File: src/rtl/ecc_mul_arbiter_if.sv
// rtl/ecc_mul_arbiter_if.sv - requester and multiplier-core bus of the shared GF(2^163) multiplier arbiter
// slave is the arbiter side; master is the requesters plus the multiplier core.
interface ecc_mul_arbiter_if #(
  parameter int NREQ = 4,
  parameter int W    = 163
);
  logic [NREQ-1:0]   req;
  logic [NREQ*W-1:0] op_a;
  logic [NREQ*W-1:0] op_b;
  logic [NREQ-1:0]   ack;
  logic              err;
  logic [W-1:0]      res;
  logic              busy;
  logic [W-1:0]      mul_a;
  logic [W-1:0]      mul_b;
  logic              mul_start;
  logic              mul_done;
  logic [W-1:0]      mul_res;

  modport slave (
    input  req, op_a, op_b, mul_done, mul_res,
    output ack, err, res, busy, mul_a, mul_b, mul_start
  );

  modport master (
    output req, op_a, op_b, mul_done, mul_res,
    input  ack, err, res, busy, mul_a, mul_b, mul_start
  );
endinterface

File: src/rtl/ecc_mul_arbiter.sv
// rtl/ecc_mul_arbiter.sv - round-robin arbiter/sequencer sharing one GF(2^163) multiplier core
// One job at a time: grant, launch, wait for done or watchdog, answer with a one-hot ack.
module ecc_mul_arbiter #(
  parameter int NREQ    = 4,
  parameter int W       = 163,
  parameter int TIMEOUT = 255
) (
  input logic              clk,
  input logic              rst,
  ecc_mul_arbiter_if.slave bus
);
  localparam int IW = (NREQ > 1) ? $clog2(NREQ) : 1;
  localparam logic [7:0] WD_LAST = 8'(TIMEOUT - 1);

  typedef enum logic [1:0] {IDLE, ISSUE, WAIT, RESP} state_t;

  state_t          state, state_next;
  logic [IW-1:0]   last, last_next;
  logic [IW-1:0]   gidx, gidx_next;
  logic [7:0]      wdog, wdog_next;
  logic            withdrawn, withdrawn_next;
  logic [NREQ-1:0] ack_q, ack_next;
  logic            err_q, err_next;
  logic [W-1:0]    res_q, res_next;
  logic [W-1:0]    a_q, a_next;
  logic [W-1:0]    b_q, b_next;
  logic            start_q, start_next;
  logic            busy_q, busy_next;
  logic [IW-1:0]   win;
  logic            win_valid;
  logic            keep_ack;

  function automatic logic [IW-1:0] wrap_idx(input logic [IW-1:0] base, input int k);
    int s;
    s = int'(base) + k;
    if (s >= NREQ) s = s - NREQ;
    return IW'(s);
  endfunction

  // Scan from the farthest candidate down so the nearest one after 'last' wins.
  always_comb begin
    win       = '0;
    win_valid = 1'b0;
    for (int k = NREQ; k >= 1; k--) begin
      if (bus.req[wrap_idx(last, k)]) begin
        win       = wrap_idx(last, k);
        win_valid = 1'b1;
      end
    end
  end

  always_comb begin
    state_next     = state;
    last_next      = last;
    gidx_next      = gidx;
    wdog_next      = wdog;
    withdrawn_next = withdrawn;
    ack_next       = '0;
    err_next       = err_q;
    res_next       = res_q;
    a_next         = a_q;
    b_next         = b_q;
    start_next     = 1'b0;
    keep_ack       = !withdrawn && bus.req[gidx];

    case (state)
      IDLE: begin
        if (win_valid) begin
          gidx_next  = win;
          last_next  = win;
          a_next     = bus.op_a[int'(win)*W +: W];
          b_next     = bus.op_b[int'(win)*W +: W];
          start_next = 1'b1;
          state_next = ISSUE;
        end
      end
      ISSUE: begin
        wdog_next      = '0;
        withdrawn_next = 1'b0;
        state_next     = WAIT;
      end
      WAIT: begin
        wdog_next = wdog + 8'd1;
        if (!bus.req[gidx]) withdrawn_next = 1'b1;
        // Completion is checked first so a done on the timeout cycle still counts.
        if (bus.mul_done) begin
          res_next       = bus.mul_res;
          err_next       = 1'b0;
          ack_next[gidx] = keep_ack;
          state_next     = RESP;
        end else if (wdog == WD_LAST) begin
          res_next       = '0;
          err_next       = 1'b1;
          ack_next[gidx] = keep_ack;
          state_next     = RESP;
        end
      end
      RESP: begin
        state_next = IDLE;
      end
      default: begin
        state_next = IDLE;
      end
    endcase

    busy_next = (state_next != IDLE);
  end

  always_ff @(posedge clk or posedge rst) begin
    if (rst) begin
      state     <= IDLE;
      last      <= IW'(NREQ - 1);
      gidx      <= '0;
      wdog      <= '0;
      withdrawn <= 1'b0;
      ack_q     <= '0;
      err_q     <= 1'b0;
      res_q     <= '0;
      a_q       <= '0;
      b_q       <= '0;
      start_q   <= 1'b0;
      busy_q    <= 1'b0;
    end else begin
      state     <= state_next;
      last      <= last_next;
      gidx      <= gidx_next;
      wdog      <= wdog_next;
      withdrawn <= withdrawn_next;
      ack_q     <= ack_next;
      err_q     <= err_next;
      res_q     <= res_next;
      a_q       <= a_next;
      b_q       <= b_next;
      start_q   <= start_next;
      busy_q    <= busy_next;
    end
  end

  assign bus.ack       = ack_q;
  assign bus.err       = err_q;
  assign bus.res       = res_q;
  assign bus.busy      = busy_q;
  assign bus.mul_a     = a_q;
  assign bus.mul_b     = b_q;
  assign bus.mul_start = start_q;
endmodule

File: src/flat_wrapper.sv
// flat-port wrapper written by rule: the top's interface ports become plain ports
module ecc_mul_arbiter_flat 
#(
  parameter int NREQ    = 4,
  parameter int W       = 163,
  parameter int TIMEOUT = 255
)
  (clk, rst, bus_req, bus_op_a, bus_op_b, bus_mul_done, bus_mul_res, bus_ack, bus_err, bus_res, bus_busy, bus_mul_a, bus_mul_b, bus_mul_start);
  ecc_mul_arbiter_if #(.NREQ(NREQ), .W(W)) bus_i ();
  input logic clk;
  input logic rst;
  input wire logic [$bits(bus_i.req)-1:0] bus_req;
  input wire logic [$bits(bus_i.op_a)-1:0] bus_op_a;
  input wire logic [$bits(bus_i.op_b)-1:0] bus_op_b;
  input wire logic [$bits(bus_i.mul_done)-1:0] bus_mul_done;
  input wire logic [$bits(bus_i.mul_res)-1:0] bus_mul_res;
  output wire logic [$bits(bus_i.ack)-1:0] bus_ack;
  output wire logic [$bits(bus_i.err)-1:0] bus_err;
  output wire logic [$bits(bus_i.res)-1:0] bus_res;
  output wire logic [$bits(bus_i.busy)-1:0] bus_busy;
  output wire logic [$bits(bus_i.mul_a)-1:0] bus_mul_a;
  output wire logic [$bits(bus_i.mul_b)-1:0] bus_mul_b;
  output wire logic [$bits(bus_i.mul_start)-1:0] bus_mul_start;
  assign bus_i.req = bus_req;
  assign bus_i.op_a = bus_op_a;
  assign bus_i.op_b = bus_op_b;
  assign bus_i.mul_done = bus_mul_done;
  assign bus_i.mul_res = bus_mul_res;
  assign bus_ack = bus_i.ack;
  assign bus_err = bus_i.err;
  assign bus_res = bus_i.res;
  assign bus_busy = bus_i.busy;
  assign bus_mul_a = bus_i.mul_a;
  assign bus_mul_b = bus_i.mul_b;
  assign bus_mul_start = bus_i.mul_start;
  ecc_mul_arbiter #(.NREQ(NREQ), .W(W), .TIMEOUT(TIMEOUT)) u_core (.clk(clk), .rst(rst), .bus(bus_i));
endmodule
File: config.mk
export PLATFORM = sky130hd
export DESIGN_NAME = ecc_mul_arbiter_flat
export DESIGN_NICKNAME = d
export VERILOG_FILES = /design/src/rtl/ecc_mul_arbiter_if.sv /design/src/rtl/ecc_mul_arbiter.sv /design/src/flat_wrapper.sv
export SDC_FILE = /design/constraint.sdc
export NUM_CORES = 2
export LEC_CHECK = 0
export CAP_MARGIN = 5
export CORE_AREA = 2 2 772 774
export CTS_BUF_LIST = sky130_fd_sc_hd__clkbuf_8
export DETAILED_ROUTE_END_ITERATION = 6
export DIE_AREA = 0 0 774 776
export SYNTH_ARGS = -nofsm -noshare
export SYNTH_HDL_FRONTEND = slang
export SYNTH_SLANG_ARGS = --single-unit
export TNS_END_PERCENT = 1
File: constraint.sdc
create_clock -name clk -period 53.9 [get_ports clk]
set_clock_uncertainty 0.2 [all_clocks]
set_input_delay 8.085 -clock clk [delete_from_list [all_inputs] [get_ports clk]]
set_output_delay 8.085 -clock clk [all_outputs]
set_load 0.02 [all_outputs]
==> results.toml <==
[synth]
synth_fa_ha_area_frac = 0.00252
avgSynthCellArea_um2 = 10.9
synth_nets = 4208
synth.top_cell.area_share = 0.427
yosys.area.top_type = "dfrtp_1"
syn_area_mm2 = 0.0298
synth.area.mux_share = 0.234
ys_ff_latch = 511
synthXorXnorAreaFrac = 0
yosysSeqAreaShare = 0.429
synth_top_family_by_area = "multiplexers"
yosys-top-cells-area = "dfrtp_1 (43%), mux2_2 (12%), mux2i_1 (11%)"
synth_simple_gate_area_frac = 0.118
syn_inst = 2728
yosysWarnings = 0
yosysUniqueCellTypes = 40
synth-compound-area-share = 0.163

[sta]
tightest_slew_ns = 1.35
drv_slew = 0
whs_ns = 0.284
hold_viol = 0
tns_ns = 0
min_period_ns = 12.81
grt_setup_unrepaired = "false"
finalSetupViolCount = 0
fin_crit_sh = 0.238
max_freq_mhz = 78.0
slew_headroom = 0.0729

[power_and_ir_drop]
switching_share = 0.522
power_density_mw_per_mm2 = 56.1
internal_power_mw = 1.66
p_leak_nw = 21.9
ir_drop_v = 0.0000377
share_seq_of_total_power = 0.212
clkPwrFrac = 0.167
combPwrFrac = 0.622
power.switching_mw = 1.81

[route]
initialDrtViolationCount = 2610
dr.pass1.iters = 7
drt_wl_total_um = 514000
drtAntennaViolNets = 1
num_vias = 36800
post_drt_wl_per_cell_um = 40.6
post-route-drc-count = 0
drt-vias-per-instance = 2.90

[cts]
post_cts_buffers = 0
clock_latency_ns = 0.99
root_buffer = "clkbuf_8"
cts_resized = 0
clk_pin_slew_worst_paths_ns = 0.06
cts_htree_levels = 4
clock_path_buffers = 4
numClockSinks = 511
hold_buffers = 0
tritoncts = "built"
cts-buffers-inserted = 138

[critical_path]
r2r_start = "u_core.last[1]$_DFFE_PP1P_"
crit_path_max_fanout = 169
critPathArrivalTime_ns = 13.49
crit_end = "u_core.bus.mul_b[67]$_DFFE_PP0P_"
timing.rr.end = "u_core.bus.mul_a[74]$_DFFE_PP0P_"
critPathLaunch = "bus_req[1]"
criticalPathCategory = "input pin to flip-flop"
crit_path_end_kind = "flip-flop"
rr_worst_depth = 9
cp_data_required_time_ns = 54.58
start_kind = "input pin"
rrSetupSlack_ns = 48.37

[floorplanning]
fp.dieArea_mm2 = 0.601
start_util = 0.0504
die-width_um = 774
coreArea_mm2 = 0.592
fp.dieH_um = 776
pin_count = 1970
rows = 283

[grt]
grt.overflow.total = 0
grt_max_degree = 170
antenna_found_initial = 558
grt_pass1_vias = 35400
grt_pass1_wl_um = 597000
grt_use_total = 0.164

[final_layout]
synthToLayoutAreaGrowth_pct = 107
drive_gt1_frac = 0.140
final_cell_mix = "clkdlybuf4s50_1 (1957), nand3_1 (653), dfrtp_1 (509), mux2_2 (325), a221o_1 (325)"
final_common_cell = "clkdlybuf4s50_1"
fillers = 68300
final_nets = 6072

[min_path]
hp-class = "flip-flop to flip-flop"

[placed_design]
dp_hpwl_um = 455000
place.port_buffers = 1969
place_congestion = 1.07

[status]
violations = "antenna rules"
status = "finished with violations"

[job]
maxCapViolCount = 0
==> how the worst min path moves through the flow <==
stage	start	endpoint	slack, ns	cells past startpoint
2_1_floorplan	u_core.wdog[7]$_DFFE_PP0P_	u_core.wdog[7]$_DFFE_PP0P_	0.25	1
3_3_place_gp	u_core.wdog[7]$_DFFE_PP0P_	u_core.wdog[7]$_DFFE_PP0P_	0.28	1
3_5_place_dp	u_core.wdog[7]$_DFFE_PP0P_	u_core.wdog[7]$_DFFE_PP0P_	0.27	1
4_1_cts	u_core.wdog[7]$_DFFE_PP0P_	u_core.wdog[7]$_DFFE_PP0P_	0.28	1
5_1_grt	u_core.bus.res[116]$_DFFE_PP0P_	u_core.bus.res[116]$_DFFE_PP0P_	0.31	1
6_report	u_core.wdog[7]$_DFFE_PP0P_	u_core.wdog[7]$_DFFE_PP0P_	0.28	1
==> power by group through the flow <==
stage,Combinational [mW],Clock [mW],Sequential (mW)
finish,2.15,0.578,0.733
global route,2.25,0.622,0.752
CTS,2.21,0.615,0.732
detailed placement,2.20,0,0.732
global placement,2.20,0,0.734
floorplan,0.748,0,0.885
==> sequential cells by signal (all words and copies together), names as in the netlist <==
register              cells
u_core.last               2
u_core.state              2
u_core.bus.busy           1
u_core.wdog               8
u_core.bus.res          163
u_core.bus.mul_start      1
u_core.bus.err            1
u_core.bus.ack            4
u_core.bus.mul_a        163
u_core.withdrawn          1
u_core.gidx               2
u_core.bus.mul_b        163
==> cell usage after synthesis <==
cell type / number
buf_4: 1
o21ai_1: 1
nor2_1: 8
nand4_1: 1
nand2_1: 21
a21oi_1: 5
and4_1: 2
a22o_1: 163
a32o_1: 1
mux2i_1: 329
or2_2: 2
clkbuf_1: 191
inv_2: 1
nand3_1: 653
a221oi_1: 2
buf_1: 29
nand2b_1: 2
inv_1: 12
dfrtp_1: 509
dfstp_2: 2
mux2_2: 325
o31ai_1: 2
o21ai_0: 8
mux4_2: 1
o22a_1: 1
o32a_1: 1
nor4_1: 1
o41ai_1: 3
ha_1: 6
nor3_1: 4
and3b_1: 1
and2_1: 1
nor2b_1: 3
nor2_2: 1
buf_2: 71
nor3b_1: 1
a211oi_2: 1
a221o_1: 325
buf_6: 36
nand3b_1: 1
==> stage by stage <==
stage,instances,setup WS (ns),power [mW],util,cell area (µm²)
2_1_floorplan,2728,31.35,1.63,-,29800
3_3_place_gp,12300,40.11,2.94,0.0988,58500
3_5_place_dp,12300,40.14,2.93,0.0988,58600
4_1_cts,12500,41.25,3.56,0.104,61400
5_1_grt,12600,41.03,3.63,0.104,61500
6_report,12700,41.09,3.46,0.104,61700
==> final cells by class <==
type / instances / area [µm²] / share of cell area
well taps: 7837 / 9810 / 0.159
clock buffers: 168 / 2310 / 0.0375
diodes: 137 / 343 / 0.00555
inverters: 13 / 63.8 / 0.00103
multi-input cells: 1876 / 15500 / 0.251
flip-flops and latches: 511 / 12800 / 0.207
clock inverters: 76 / 498 / 0.00807
repair buffers: 2052 / 20400 / 0.330
==> logic make-up after synthesis <==
group / count (synthesis)
AOI/OAI and AO/OA: 513
adders and majority gates: 6
buffers and inverters: 341
DFF: 511
muxes: 655
and+or+nand+nor: 702
==> critical path, cell delays in order <==
cell and delay (ns):
clkdlybuf4s50_1 0.70, nor4_1 0.18, nand2b_4 0.51, inv_8 0.52, buf_4 0.87, buf_4 0.57, buf_12 0.52, nand3_1 0.15
mux2i_1 0.69, a221o_1 0.21
==> per-layer routing <==
layer	vias up	global-route usage	routed length [µm]
met5	-	0	1740
met4	226	0.0583	23600
met3	1113	0.0859	62100
met2	2867	0.265	231000
met1	18000	0.185	196000
li1	14600	-	-
No activity file was read; power rests on OpenSTA's default activity.
